## src/rtl/pll_drp_pkg.sv

```systemverilog
// Shared constants for the PLL DRP reconfiguration sequencer: widths, error codes, state encoding.
// Verify states exist only when PLL_DRP_VERIFY_EN is defined.
package pll_drp_pkg;

    localparam int DRP_AW = 7;
    localparam int DRP_DW = 16;
    localparam int TMR_W  = 16;

    localparam logic [1:0] ERR_NONE   = 2'd0;
    localparam logic [1:0] ERR_DRDY   = 2'd1;
    localparam logic [1:0] ERR_LOCK   = 2'd2;
    localparam logic [1:0] ERR_VERIFY = 2'd3;

    localparam logic [3:0] ST_IDLE      = 4'd0;
    localparam logic [3:0] ST_HOLD      = 4'd1;
    localparam logic [3:0] ST_FETCH     = 4'd2;
    localparam logic [3:0] ST_RD_REQ    = 4'd3;
    localparam logic [3:0] ST_RD_WAIT   = 4'd4;
    localparam logic [3:0] ST_WR_REQ    = 4'd5;
    localparam logic [3:0] ST_WR_WAIT   = 4'd6;
    localparam logic [3:0] ST_RELEASE   = 4'd7;
    localparam logic [3:0] ST_LOCK_WAIT = 4'd8;
    localparam logic [3:0] ST_ERR       = 4'd9;
    localparam logic [3:0] ST_VFY_REQ   = 4'd10;
    localparam logic [3:0] ST_VFY_WAIT  = 4'd11;

    typedef enum logic [3:0] {
        S_IDLE      = ST_IDLE,
        S_HOLD      = ST_HOLD,
        S_FETCH     = ST_FETCH,
        S_RD_REQ    = ST_RD_REQ,
        S_RD_WAIT   = ST_RD_WAIT,
        S_WR_REQ    = ST_WR_REQ,
        S_WR_WAIT   = ST_WR_WAIT,
        S_RELEASE   = ST_RELEASE,
        S_LOCK_WAIT = ST_LOCK_WAIT,
`ifdef PLL_DRP_VERIFY_EN
        S_VFY_REQ   = ST_VFY_REQ,
        S_VFY_WAIT  = ST_VFY_WAIT,
`endif
        S_ERR       = ST_ERR
    } state_t;

    // Read-modify-write merge: mask bit 1 takes the new data bit.
    function automatic logic [DRP_DW-1:0] rmw_merge(input logic [DRP_DW-1:0] rd,
                                                     input logic [DRP_DW-1:0] mask,
                                                     input logic [DRP_DW-1:0] data);
        return (rd & ~mask) | (data & mask);
    endfunction

endpackage

```

## src/rtl/pll_drp_if.sv

```systemverilog
// Bundles the entry stream and the PLL DRP/reset pins; master = sequencer, slave = host + PLL.
// Entry handshake: an entry transfers on a rising edge where ent_valid && ent_ready; ent_valid
// and the entry fields must hold steady until that edge, and ent_ready never depends on ent_valid.
interface pll_drp_if;
    import pll_drp_pkg::*;

    logic              ent_valid;
    logic              ent_ready;
    logic [DRP_AW-1:0] ent_addr;
    logic [DRP_DW-1:0] ent_mask;
    logic [DRP_DW-1:0] ent_data;
    logic              ent_last;

    logic [DRP_AW-1:0] pll_daddr;
    logic [DRP_DW-1:0] pll_di;
    logic              pll_den;
    logic              pll_dwe;
    logic [DRP_DW-1:0] pll_do;
    logic              pll_drdy;
    logic              pll_rst;
    logic              pll_locked;

    modport master (
        input  ent_valid, ent_addr, ent_mask, ent_data, ent_last,
        output ent_ready,
        output pll_daddr, pll_di, pll_den, pll_dwe, pll_rst,
        input  pll_do, pll_drdy, pll_locked
    );

    modport slave (
        output ent_valid, ent_addr, ent_mask, ent_data, ent_last,
        input  ent_ready,
        input  pll_daddr, pll_di, pll_den, pll_dwe, pll_rst,
        output pll_do, pll_drdy, pll_locked
    );

endinterface

```

## src/rtl/pll_drp_timer.sv

```systemverilog
// Loadable saturating 16-bit down-counter; expired is high whenever the count has reached zero.
module pll_drp_timer
    import pll_drp_pkg::*;
(
    input  logic             clk,
    input  logic             rst_n,
    input  logic             load,
    input  logic [TMR_W-1:0] load_val,
    input  logic             run,
    output logic             expired
);

    logic [TMR_W-1:0] count;

    always_ff @(posedge clk) begin
        if (!rst_n) begin
            count <= '0;
        end else if (load) begin
            count <= load_val;
        end else if (run && (count != '0)) begin
            count <= count - 1'b1;
        end
    end

    assign expired = (count == '0);

endmodule

```

## src/rtl/pll_drp_sequencer.sv

```systemverilog
// Applies (addr, mask, data) read-modify-write entries to a PLL over DRP while holding it in reset,
// then releases reset and waits for lock. Define PLL_DRP_VERIFY_EN to read back each written word.
module pll_drp_sequencer
    import pll_drp_pkg::*;
#(
    parameter int DRDY_TIMEOUT = 64,
    parameter int LOCK_TIMEOUT = 4096,
    parameter int RST_HOLD     = 4
) (
    input  logic       dclk,
    input  logic       rst_n,
    input  logic       start,
    output logic       busy,
    output logic       done,
    output logic       error,
    output logic [1:0] err_code,
    output state_t     dbg_state,
    pll_drp_if.master  bus
);

    state_t            state, next_state;
    logic [TMR_W-1:0]  hold_cnt;
    logic [DRP_AW-1:0] addr_q;
    logic [DRP_DW-1:0] mask_q, data_q, word_q;
    logic              last_q;
    logic              done_q, error_q, pll_rst_q, ever_locked;
    logic [1:0]        err_code_q;

    logic              err_set, ent_take, word_take;
    logic [1:0]        err_val;
    logic              drdy_load, drdy_run, drdy_expired;
    logic              lock_load, lock_run, lock_expired;
    logic              locked_now;

    pll_drp_timer u_drdy_timer (
        .clk      (dclk),
        .rst_n    (rst_n),
        .load     (drdy_load),
        .load_val (TMR_W'(DRDY_TIMEOUT)),
        .run      (drdy_run),
        .expired  (drdy_expired)
    );

    pll_drp_timer u_lock_timer (
        .clk      (dclk),
        .rst_n    (rst_n),
        .load     (lock_load),
        .load_val (TMR_W'(LOCK_TIMEOUT)),
        .run      (lock_run),
        .expired  (lock_expired)
    );

    assign locked_now = (state == S_LOCK_WAIT) && bus.pll_locked;

    always_comb begin
        next_state = state;
        err_set    = 1'b0;
        err_val    = ERR_NONE;
        ent_take   = 1'b0;
        word_take  = 1'b0;
        drdy_load  = 1'b0;
        drdy_run   = 1'b0;
        lock_load  = 1'b0;
        lock_run   = 1'b0;
        case (state)
            S_IDLE:  if (start) next_state = S_HOLD;
            S_HOLD:  if (hold_cnt <= TMR_W'(1)) next_state = S_FETCH;
            S_FETCH: begin
                if (bus.ent_valid) begin
                    ent_take   = 1'b1;
                    next_state = S_RD_REQ;
                end
            end
            S_RD_REQ: begin
                drdy_load  = 1'b1;
                next_state = S_RD_WAIT;
            end
            // DRDY is checked before expiry so a same-cycle DRDY still succeeds.
            S_RD_WAIT: begin
                drdy_run = 1'b1;
                if (bus.pll_drdy) begin
                    word_take  = 1'b1;
                    next_state = S_WR_REQ;
                end else if (drdy_expired) begin
                    err_set    = 1'b1;
                    err_val    = ERR_DRDY;
                    next_state = S_ERR;
                end
            end
            S_WR_REQ: begin
                drdy_load  = 1'b1;
                next_state = S_WR_WAIT;
            end
            S_WR_WAIT: begin
                drdy_run = 1'b1;
                if (bus.pll_drdy) begin
`ifdef PLL_DRP_VERIFY_EN
                    next_state = S_VFY_REQ;
`else
                    next_state = last_q ? S_RELEASE : S_FETCH;
`endif
                end else if (drdy_expired) begin
                    err_set    = 1'b1;
                    err_val    = ERR_DRDY;
                    next_state = S_ERR;
                end
            end
`ifdef PLL_DRP_VERIFY_EN
            S_VFY_REQ: begin
                drdy_load  = 1'b1;
                next_state = S_VFY_WAIT;
            end
            S_VFY_WAIT: begin
                drdy_run = 1'b1;
                if (bus.pll_drdy) begin
                    if (bus.pll_do != word_q) begin
                        err_set    = 1'b1;
                        err_val    = ERR_VERIFY;
                        next_state = S_ERR;
                    end else begin
                        next_state = last_q ? S_RELEASE : S_FETCH;
                    end
                end else if (drdy_expired) begin
                    err_set    = 1'b1;
                    err_val    = ERR_DRDY;
                    next_state = S_ERR;
                end
            end
`endif
            S_RELEASE: begin
                lock_load  = 1'b1;
                next_state = S_LOCK_WAIT;
            end
            S_LOCK_WAIT: begin
                lock_run = 1'b1;
                if (bus.pll_locked) begin
                    next_state = S_IDLE;
                end else if (lock_expired) begin
                    err_set    = 1'b1;
                    err_val    = ERR_LOCK;
                    next_state = S_ERR;
                end
            end
            S_ERR:   next_state = S_IDLE;
            default: next_state = S_IDLE;
        endcase
    end

    always_ff @(posedge dclk) begin
        if (!rst_n) begin
            state       <= S_IDLE;
            hold_cnt    <= '0;
            addr_q      <= '0;
            mask_q      <= '0;
            data_q      <= '0;
            word_q      <= '0;
            last_q      <= 1'b0;
            done_q      <= 1'b0;
            error_q     <= 1'b0;
            err_code_q  <= ERR_NONE;
            pll_rst_q   <= 1'b1;
            ever_locked <= 1'b0;
        end else begin
            state  <= next_state;
            done_q <= locked_now;
            if (locked_now) ever_locked <= 1'b1;

            if ((state == S_IDLE) && start) begin
                error_q    <= 1'b0;
                err_code_q <= ERR_NONE;
                hold_cnt   <= TMR_W'(RST_HOLD);
            end else if ((state == S_HOLD) && (hold_cnt != '0)) begin
                hold_cnt <= hold_cnt - 1'b1;
            end

            if (err_set) begin
                error_q    <= 1'b1;
                err_code_q <= err_val;
            end

            if (ent_take) begin
                addr_q <= bus.ent_addr;
                mask_q <= bus.ent_mask;
                data_q <= bus.ent_data;
                last_q <= bus.ent_last;
            end

            if (word_take) word_q <= rmw_merge(bus.pll_do, mask_q, data_q);

            // Reset is released only for the lock wait; IDLE keeps it asserted until a first lock.
            case (next_state)
                S_LOCK_WAIT: pll_rst_q <= 1'b0;
                S_IDLE:      pll_rst_q <= ~(ever_locked | locked_now);
                default:     pll_rst_q <= 1'b1;
            endcase
        end
    end

    assign busy          = (state != S_IDLE);
    assign done          = done_q;
    assign error         = error_q;
    assign err_code      = err_code_q;
    assign dbg_state     = state;
    assign bus.ent_ready = (state == S_FETCH);
    assign bus.pll_den   = (state == S_RD_REQ) || (state == S_WR_REQ)
`ifdef PLL_DRP_VERIFY_EN
                           || (state == S_VFY_REQ)
`endif
                           ;
    assign bus.pll_dwe   = (state == S_WR_REQ);
    assign bus.pll_daddr = addr_q;
    assign bus.pll_di    = word_q;
    assign bus.pll_rst   = pll_rst_q;

endmodule

```

## src/flat_wrapper.sv

```systemverilog
// flat-port wrapper written by rule: the top's interface ports become plain ports
module pll_drp_sequencer_flat import pll_drp_pkg::*;
#(
    parameter int DRDY_TIMEOUT = 64,
    parameter int LOCK_TIMEOUT = 4096,
    parameter int RST_HOLD     = 4
)
  (dclk, rst_n, start, busy, done, error, err_code, dbg_state, bus_ent_valid, bus_ent_addr, bus_ent_mask, bus_ent_data, bus_ent_last, bus_ent_ready, bus_pll_daddr, bus_pll_di, bus_pll_den, bus_pll_dwe, bus_pll_rst, bus_pll_do, bus_pll_drdy, bus_pll_locked);
  pll_drp_if bus_i ();
  input  logic dclk;
  input  logic rst_n;
  input  logic start;
  output logic busy;
  output logic done;
  output logic error;
  output logic [1:0] err_code;
  output state_t dbg_state;
  input wire logic [$bits(bus_i.ent_valid)-1:0] bus_ent_valid;
  input wire logic [$bits(bus_i.ent_addr)-1:0] bus_ent_addr;
  input wire logic [$bits(bus_i.ent_mask)-1:0] bus_ent_mask;
  input wire logic [$bits(bus_i.ent_data)-1:0] bus_ent_data;
  input wire logic [$bits(bus_i.ent_last)-1:0] bus_ent_last;
  output wire logic [$bits(bus_i.ent_ready)-1:0] bus_ent_ready;
  output wire logic [$bits(bus_i.pll_daddr)-1:0] bus_pll_daddr;
  output wire logic [$bits(bus_i.pll_di)-1:0] bus_pll_di;
  output wire logic [$bits(bus_i.pll_den)-1:0] bus_pll_den;
  output wire logic [$bits(bus_i.pll_dwe)-1:0] bus_pll_dwe;
  output wire logic [$bits(bus_i.pll_rst)-1:0] bus_pll_rst;
  input wire logic [$bits(bus_i.pll_do)-1:0] bus_pll_do;
  input wire logic [$bits(bus_i.pll_drdy)-1:0] bus_pll_drdy;
  input wire logic [$bits(bus_i.pll_locked)-1:0] bus_pll_locked;
  assign bus_i.ent_valid = bus_ent_valid;
  assign bus_i.ent_addr = bus_ent_addr;
  assign bus_i.ent_mask = bus_ent_mask;
  assign bus_i.ent_data = bus_ent_data;
  assign bus_i.ent_last = bus_ent_last;
  assign bus_ent_ready = bus_i.ent_ready;
  assign bus_pll_daddr = bus_i.pll_daddr;
  assign bus_pll_di = bus_i.pll_di;
  assign bus_pll_den = bus_i.pll_den;
  assign bus_pll_dwe = bus_i.pll_dwe;
  assign bus_pll_rst = bus_i.pll_rst;
  assign bus_i.pll_do = bus_pll_do;
  assign bus_i.pll_drdy = bus_pll_drdy;
  assign bus_i.pll_locked = bus_pll_locked;
  pll_drp_sequencer #(.DRDY_TIMEOUT(DRDY_TIMEOUT), .LOCK_TIMEOUT(LOCK_TIMEOUT), .RST_HOLD(RST_HOLD)) u_core (.dclk(dclk), .rst_n(rst_n), .start(start), .busy(busy), .done(done), .error(error), .err_code(err_code), .dbg_state(dbg_state), .bus(bus_i));
endmodule
```

## config.mk

```make
export PLATFORM = sky130hd
export DESIGN_NAME = pll_drp_sequencer_flat
export DESIGN_NICKNAME = d
export VERILOG_FILES = /design/src/rtl/pll_drp_pkg.sv /design/src/rtl/pll_drp_if.sv /design/src/rtl/pll_drp_timer.sv /design/src/rtl/pll_drp_sequencer.sv /design/src/flat_wrapper.sv
export SDC_FILE = /design/constraint.sdc
export NUM_CORES = 1
export LEC_CHECK = 0
export ABC_AREA = 1
export CORE_MARGIN = 5
export CORE_UTILIZATION = 54
export CTS_CLUSTER_DIAMETER = 80
export DETAILED_ROUTE_END_ITERATION = 6
export PLACE_DENSITY = 0.82
export SLEW_MARGIN = 20
export SYNTH_ARGS = -nofsm -noshare
export SYNTH_HDL_FRONTEND = slang
export SYNTH_HIERARCHICAL = 1
export SYNTH_SLANG_ARGS = --single-unit
```

## constraint.sdc

```tcl
create_clock -name dclk -period 2.1 [get_ports dclk]
set_input_delay 0.42 -clock dclk [delete_from_list [all_inputs] [get_ports dclk]]
set_output_delay 0.42 -clock dclk [all_outputs]
set_load 0.05 [all_outputs]
```

==> run_results.csv, run 1 <==
group,metric,value,unit
logic_synthesis,ys_types,34,
detailed_routing,dr.pass1.iters,5,
floorplanning,core,10900,µm²
final_layout,areaGrowthSynthToFinish,32.5,%
pwr,pwr-share-comb,0.427,
floorplanning,start_util,0.556,
sta,finalSetupViolations,0,
setup_path,crit_buf_inv,1,
detailed_routing,vias_per_cell,5.20,
detailed_routing,ant_nets,0,
sta,fin_setup_tns,0,ps
setup_path,worst_path_max_delay_cell,"dfxtp_2",
setup_path,cp_cell_sequence,"nand2_1, nor2_4, buf_12",
setup_path,path_delay_family,"flip-flops",
placed_design,place.port_buffers,97,
cts,htree_levels,4,
detailed_routing,via_count,6411,
detailed_routing,drcViolationCount,0,
detailed_routing,drtIter0Drc,464,
final_layout,final_cell_area,8020,µm²
setup_path,slowest_delay,490,ps
grt,grt_pass1_wl,27.7,mm
setup_path,worstPathRequired,1680,ps
logic_synthesis,synth.most_common_cell,"nand2_1",
placed_design,hpwl,11.5,mm
setup_path,crit_start,"u_core/dbg_state[1]",
run_status,status,"completed",
setup_path,r2r_start,"u_core/u_drdy_timer/count[0]",
pwr,internal-power,0.00567,W
setup_path,cp-endpoint,"bus_ent_ready",
pwr,p_sw_frac,0.401,
floorplanning,dieWidth,116,µm
sta,fin_crit,2010,ps
logic_synthesis,synth_area_per_cell,6.41,µm²
cts,cts_hold_buf,0,
cts,cts.reportedPaths.clkPinSlew,60,ps
logic_synthesis,synth_edf_count,0,
sta,slew_headroom,0.620,
logic_synthesis,async_reset_ff_frac,0,
sta,post-route-period-util,0.956,
setup_path,crit_cells,3,
logic_synthesis,yosysSeqAreaShare,0.377,
detailed_routing,wire_per_inst,13.4,µm
pwr,power,0.00947,W
pwr,seqPwrFrac,0.283,
logic_synthesis,ys_ff_latch,114,
floorplanning,die_h,116,µm
sta,drv_slew,0,
floorplanning,dieArea,13400,µm²
grt,antenna_found_initial,0,
detailed_routing,routed_wl,16.5,mm
logic_synthesis,yosys-top-cells-count,"nand2_1, nor2_1, dfxtp_1, a21oi_1, nand3_1",
grt,grt_pass1_vias,5935,
floorplanning,rows,38,
cts,worstSkewPairLatency,530,ps
final_layout,utilization,0.736,
cts,root_buffer,"clkbuf_8",
setup_path,critPathCaptureType,"output pin",
cts,cts.sinks,114,
grt,grt_max_degree,42,
grt,grt.total_usage,0.257,
setup_path,worst_setup_path_start_kind,"flip-flop",
sta,skew,7.06,ps
sta,hold_violations,0,
grt,overflow,0,
run,drv_cap,0,
cts,cts_tree,"done",
final_layout,final_nets,1147,
logic_synthesis,synthFlopType,"dfxtp_1",
pwr,p_leak,3.86,nW
final_layout,insertedDiodeCount,0,
logic_synthesis,synth_warnings,6,
placed_design,gp_congestion,0.877,
logic_synthesis,synth.top_cell.area_share,0.377,
cts,numCtsBuffers,17,
logic_synthesis,netlist_top_cells_area,"dfxtp_1, nand2_1, nor2_1",
logic_synthesis,syn-cell-area,6050,µm²
pwr,vdd_drop_max,1250,µV
logic_synthesis,synth_cells,944,
sta,tightestPinTransition,572,ps
cts,clock_path_buffers,2,
pwr,power_switching,0.00380,W
pwr,power.density,1180,nW/µm²
placed_design,dpl_cell_area,7390,µm²
setup_path,r2r_end,"u_core/bus.pll_rst",
final_layout,drive_gt1_frac,0.0934,
worst_hold_path,hp-class,"flip-flop to flip-flop",
setup_path,arrival,1590,ps
setup_path,worst_r2r_path_depth,13,
pwr,clockPowerShare,0.291,
setup_path,crit_type,"flip-flop to output pin",
logic_synthesis,yosysTopAreaCell,"dfxtp_1",
floorplanning,ioPinCount,98,
sta,max_clock_freq,0.498,GHz
setup_path,cp_max_fo,11,
setup_path,rrSetupSlack,190,ps
sta,setup_slack,92.2,ps
placed_design,pre_cts_slack,3.22,ps
cell families after synthesis:
group / Yosys count / synth area share
xor+xnor: 7 / 0.0101
buf+inv: 119 / 0.0800
flops: 114 / 0.377
fa+ha+maj: 5 / 0.0103
compound gates: 142 / 0.120
simple gates: 539 / 0.375
mux: 16 / 0.0265
other cells: 2 / 0.00124
power by group through the flow:
stage,clock network [W],registers [W],logic (W)
after floorplan,0,0.00276,0.00298
after global placement,0,0.00270,0.00380
after detailed placement,0,0.00271,0.00386
after CTS,0.00279,0.00267,0.00394
after global routing,0.00290,0.00271,0.00463
final,0.00275,0.00268,0.00404
what timing repair did:
item                                    4_1_cts  5_1_grt
pin swaps                                     2        3
cloned                                        0        0
setup buffers                                 0        4
resized for setup                            29       11
endpoints found under the setup margin       28        8
placed cells by master (no fill, tap or decap), types with 3 or more instances in the layout:
cell type	count
inv_2	6
nand2_1	251
nand3b_1	6
buf_4	27
dlygate4sd2_1	25
nor2_4	3
mux2i_1	16
xor2_1	4
dfxtp_1	110
dlymetal6s2s_1	6
o21ai_1	12
nor2_1	162
clkdlybuf4s50_1	61
nor2_2	5
clkinvlp_4	5
conb_1	32
xnor2_1	3
clkbuf_8	5
ha_1	4
clkbuf_16	17
inv_1	74
buf_12	4
a21oi_1	88
nand3_1	86
dfxtp_4	3
nand2_2	6
nand2_4	4
nand3_2	5
o21ai_0	36
sequential cells by signal (all words and copies together) (netlist names):
register                   cells
u_core/bus.pll_di             16
u_core/data_q                 16
u_core/hold_cnt               16
u_core/mask_q                 16
u_core/u_drdy_timer/count     16
u_core/u_lock_timer/count     16
u_core/bus.pll_daddr           7
u_core/dbg_state               4
u_core/err_code                2
u_core/bus.pll_rst             1
u_core/done                    1
u_core/error                   1
u_core/ever_locked             1
u_core/last_q                  1
layout make-up:
| class | count | area, µm² |
|---|---|---|
| repair buffers | 123 | 1190 |
| multi-input cells | 741 | 3470 |
| inverters | 83 | 318 |
| clock buffers | 24 | 502 |
| well taps | 140 | 175 |
| flip-flops and latches | 114 | 2290 |
| fillers | 925 | 2870 |
| clock inverters | 7 | 72.6 |
worst min-delay path, cell delays in order (launching register included):
cell     delay (ps)
dfxtp_1         290
inv_1            60
a21oi_1          60
stage by stage:
step / hold WS (ps) / instances
after floorplan: 429 / 974
after global placement: 453 / 1198
after detailed placement: 453 / 1198
after CTS: 448 / 1228
after global routing: 448 / 1232
final: 459 / 1232
routing by layer:
layer	part of all wire	wire length, µm	vias up	track usage
met3	0.076	1260	26	0.0721
met5	0	0	-	0
met4	0.026	425	0	0.104
li1	-	-	3272	-
met2	0.48	7850	227	0.422
met1	0.42	6950	2886	0.319
worst min-delay path by stage:
stage / from / endpoint / slack [ps] / cells past startpoint
after floorplan: u_core/last_q / u_core/last_q / 430 / 2
after global placement: u_core/data_q[9] / u_core/data_q[9] / 450 / 2
after detailed placement: u_core/last_q / u_core/last_q / 450 / 2
after CTS: bus_ent_data[12] / u_core/data_q[12] / 450 / 3
after global routing: bus_ent_data[12] / u_core/data_q[12] / 450 / 3
final: u_core/last_q / u_core/last_q / 460 / 2
No activity file was read; power rests on OpenSTA's default activity.
==> run 2: changes to the inputs <==
--- a/config.mk
+++ b/config.mk
@@ -7,10 +7,11 @@
 export LEC_CHECK = 0
 export ABC_AREA = 1
 export CORE_MARGIN = 5
-export CORE_UTILIZATION = 54
+export CORE_UTILIZATION = 50
+export CTS_BUF_LIST = sky130_fd_sc_hd__clkbuf_8
 export CTS_CLUSTER_DIAMETER = 80
 export DETAILED_ROUTE_END_ITERATION = 6
-export PLACE_DENSITY = 0.82
+export PLACE_DENSITY = 0.79
 export SLEW_MARGIN = 20
 export SYNTH_ARGS = -nofsm -noshare
 export SYNTH_HDL_FRONTEND = slang
==> constraint.sdc (replaced) <==
create_clock -name dclk -period 1.7 [get_ports dclk]
set_input_delay 0.34 -clock dclk [delete_from_list [all_inputs] [get_ports dclk]]
set_output_delay 0.34 -clock dclk [all_outputs]
set_load 0.05 [all_outputs]
==> run_results.csv, run 2 (synthesis results as in run 1) <==
group,metric,value,unit
setup_path,crit_type,"flip-flop to output pin",
setup_path,worst_setup_path_start_kind,"flip-flop",
cts,cts.reportedPaths.clkPinSlew,70,ps
setup_path,worst_r2r_path_depth,14,
final_layout,utilization,0.725,
setup_path,r2r_end,"u_core/bus.pll_rst",
final_layout,final_common_cell,"nand2_1",
detailed_routing,drtIter0Drc,388,
detailed_routing,vias_per_cell,5.01,
pwr,p_leak,4.08,nW
worst_hold_path,hp-class,"flip-flop to flip-flop",
cts,cts_tree,"done",
placed_design,gp_congestion,0.905,
sta,hold_violations,0,
sta,setup_slack,-126,ps
grt,grt_max_degree,40,
final_layout,final_nets,1222,
setup_path,critPathCaptureType,"output pin",
pwr,vdd_drop_max,1250,µV
final_layout,areaGrowthSynthToFinish,42.8,%
floorplanning,dieWidth,120,µm
sta,fin_crit,1830,ps
run_status,status,"complete, but fails checks",
detailed_routing,ant_nets,0,
pwr,clockPowerShare,0.218,
final_layout,final_cell_area,8640,µm²
floorplanning,ioPinCount,98,
grt,overflow,0,
sta,drv_slew,0,
setup_path,arrival,1490,ps
detailed_routing,routed_wl,17.2,mm
detailed_routing,drcViolationCount,0,
final_layout,insertedDiodeCount,0,
sta,skew,6.74,ps
cts,clock_path_buffers,2,
pwr,power_switching,0.00485,W
pwr,p_sw_frac,0.417,
floorplanning,start_util,0.508,
cts,cts.sinks,114,
sta,hold_slack,459,ps
final_layout,final_cell_mix,"nand2_1, nor2_1, buf_4",
setup_path,rrSetupSlack,-60,ps
run,drv_cap,0,
pwr,internal-power,0.00678,W
final_layout,drive_gt1_frac,0.209,
floorplanning,die_h,120,µm
cts,root_buffer,"clkbuf_8",
setup_path,cp_max_fo,4,
worst_hold_path,hold_start,"u_core/last_q",
pwr,seqPwrFrac,0.281,
pwr,pwr-share-comb,0.500,
placed_design,dp_cells,1259,
worst_hold_path,hold_end,"u_core/last_q",
grt,antenna_found_initial,0,
cts,htree_levels,4,
grt,grt_pass1_wl,28.5,mm
setup_path,worstPathRequired,1360,ps
floorplanning,rows,40,
sta,max_clock_freq,0.548,GHz
grt,grt_pass1_vias,6205,
cts,worstSkewPairLatency,450,ps
detailed_routing,wire_per_inst,13.1,µm
placed_design,place.port_buffers,97,
sta,rsz0062_at_grt,"true",
pwr,power.density,1350,nW/µm²
setup_path,r2r_start,"u_core/u_lock_timer/count[1]",
placed_design,hpwl,11.8,mm
detailed_routing,dr.pass1.iters,5,
grt,grt.total_usage,0.242,
floorplanning,dieArea,14400,µm²
cts,numCtsBuffers,17,
sta,post-route-period-util,1.07,
sta,finalSetupViolations,8,
run_status,violations,"negative setup slack",
worst_hold_path,min_path_cells,2,
placed_design,dpl_cell_area,7860,µm²
detailed_routing,via_count,6582,
floorplanning,core,11900,µm²
pwr,power,0.0116,W
final_layout,stdcell_count,1315,
-- run 2: cell types whose count changed in the layout (fill, tap and decap cells not counted), moves of 6 or more --
| cell | delta |
|---|---|
| buf_4 | +95 |
| dlygate4sd2_1 | -25 |
| clkbuf_16 | -17 |
| clkbuf_8 | +14 |
| nor2_1 | -8 |
| nand2_1 | -7 |
| dlymetal6s2s_1 | -6 |
-- run 2: power groups by stage --
stage	Combinational (W)	Sequential (W)	Clock, W
final	0.00582	0.00327	0.00254
after global routing	0.00652	0.00332	0.00272
after CTS	0.00559	0.00326	0.00259
after detailed placement	0.00533	0.00331	0
after global placement	0.00525	0.00331	0
after floorplan	0.00382	0.00341	0
-- run 2: area by class of cell --
type,count,area [µm²]
multi-input combinational,741,3630
fill,949,3270
sequential,114,2300
timing repair buffer,198,1790
inverter,83,338
clock buffer,19,262
tap,147,184
clock inverter,13,134
-- run 2: per-stage QoR --
stage / setup TNS, ps / setup WS [ps]
2_1_floorplan: -3650 / -272
3_3_place_gp: -69.6 / -69.6
3_5_place_dp: -320 / -140
4_1_cts: -684 / -151
5_1_grt: -2240 / -205
6_report: -338 / -126
-- run 2: worst max-delay path by stage --
| stage | slack, ps | to | startpoint | depth (start not counted) |
|---|---|---|---|---|
| 2_1_floorplan | -270 | u_core/u_drdy_timer/count[8] | u_core/dbg_state[1] | 10 |
| 3_3_place_gp | -70 | u_core/bus.pll_rst | u_core/u_drdy_timer/count[0] | 13 |
| 3_5_place_dp | -140 | u_core/bus.pll_rst | u_core/u_drdy_timer/count[0] | 13 |
| 4_1_cts | -150 | bus_ent_ready | u_core/dbg_state[3] | 6 |
| 5_1_grt | -210 | u_core/bus.pll_rst | u_core/u_drdy_timer/count[0] | 13 |
| 6_report | -130 | bus_ent_ready | u_core/dbg_state[2] | 6 |
-- run 2: per-layer routing --
layer  track usage  share of wire  vias to the layer above
met3        0.0716          0.058                       40
met4        0.0988          0.028                        0
met5             0              0                        -
met2         0.406           0.49                      163
met1         0.289           0.42                     2962
li1              -              -                     3417
-- run 2: repair_timing --
item | 4_1_cts | 5_1_grt
setup buffers | 18 | 10
endpoints found under the hold margin | 0 | 0
hold buffers | 0 | 0
gates resized for setup | 26 | 33
cloned | 1 | 0
setup endpoints to repair | 9 | 57
pin swaps | 11 | 27
-- run 2: worst max-delay path, stage by stage (launching register included) --
cell and delay [ps]:
dfxtp_4 370, nor2_4 160, buf_6 130, inv_4 30
nor2_4 110, buf_12 120, buf_12 120
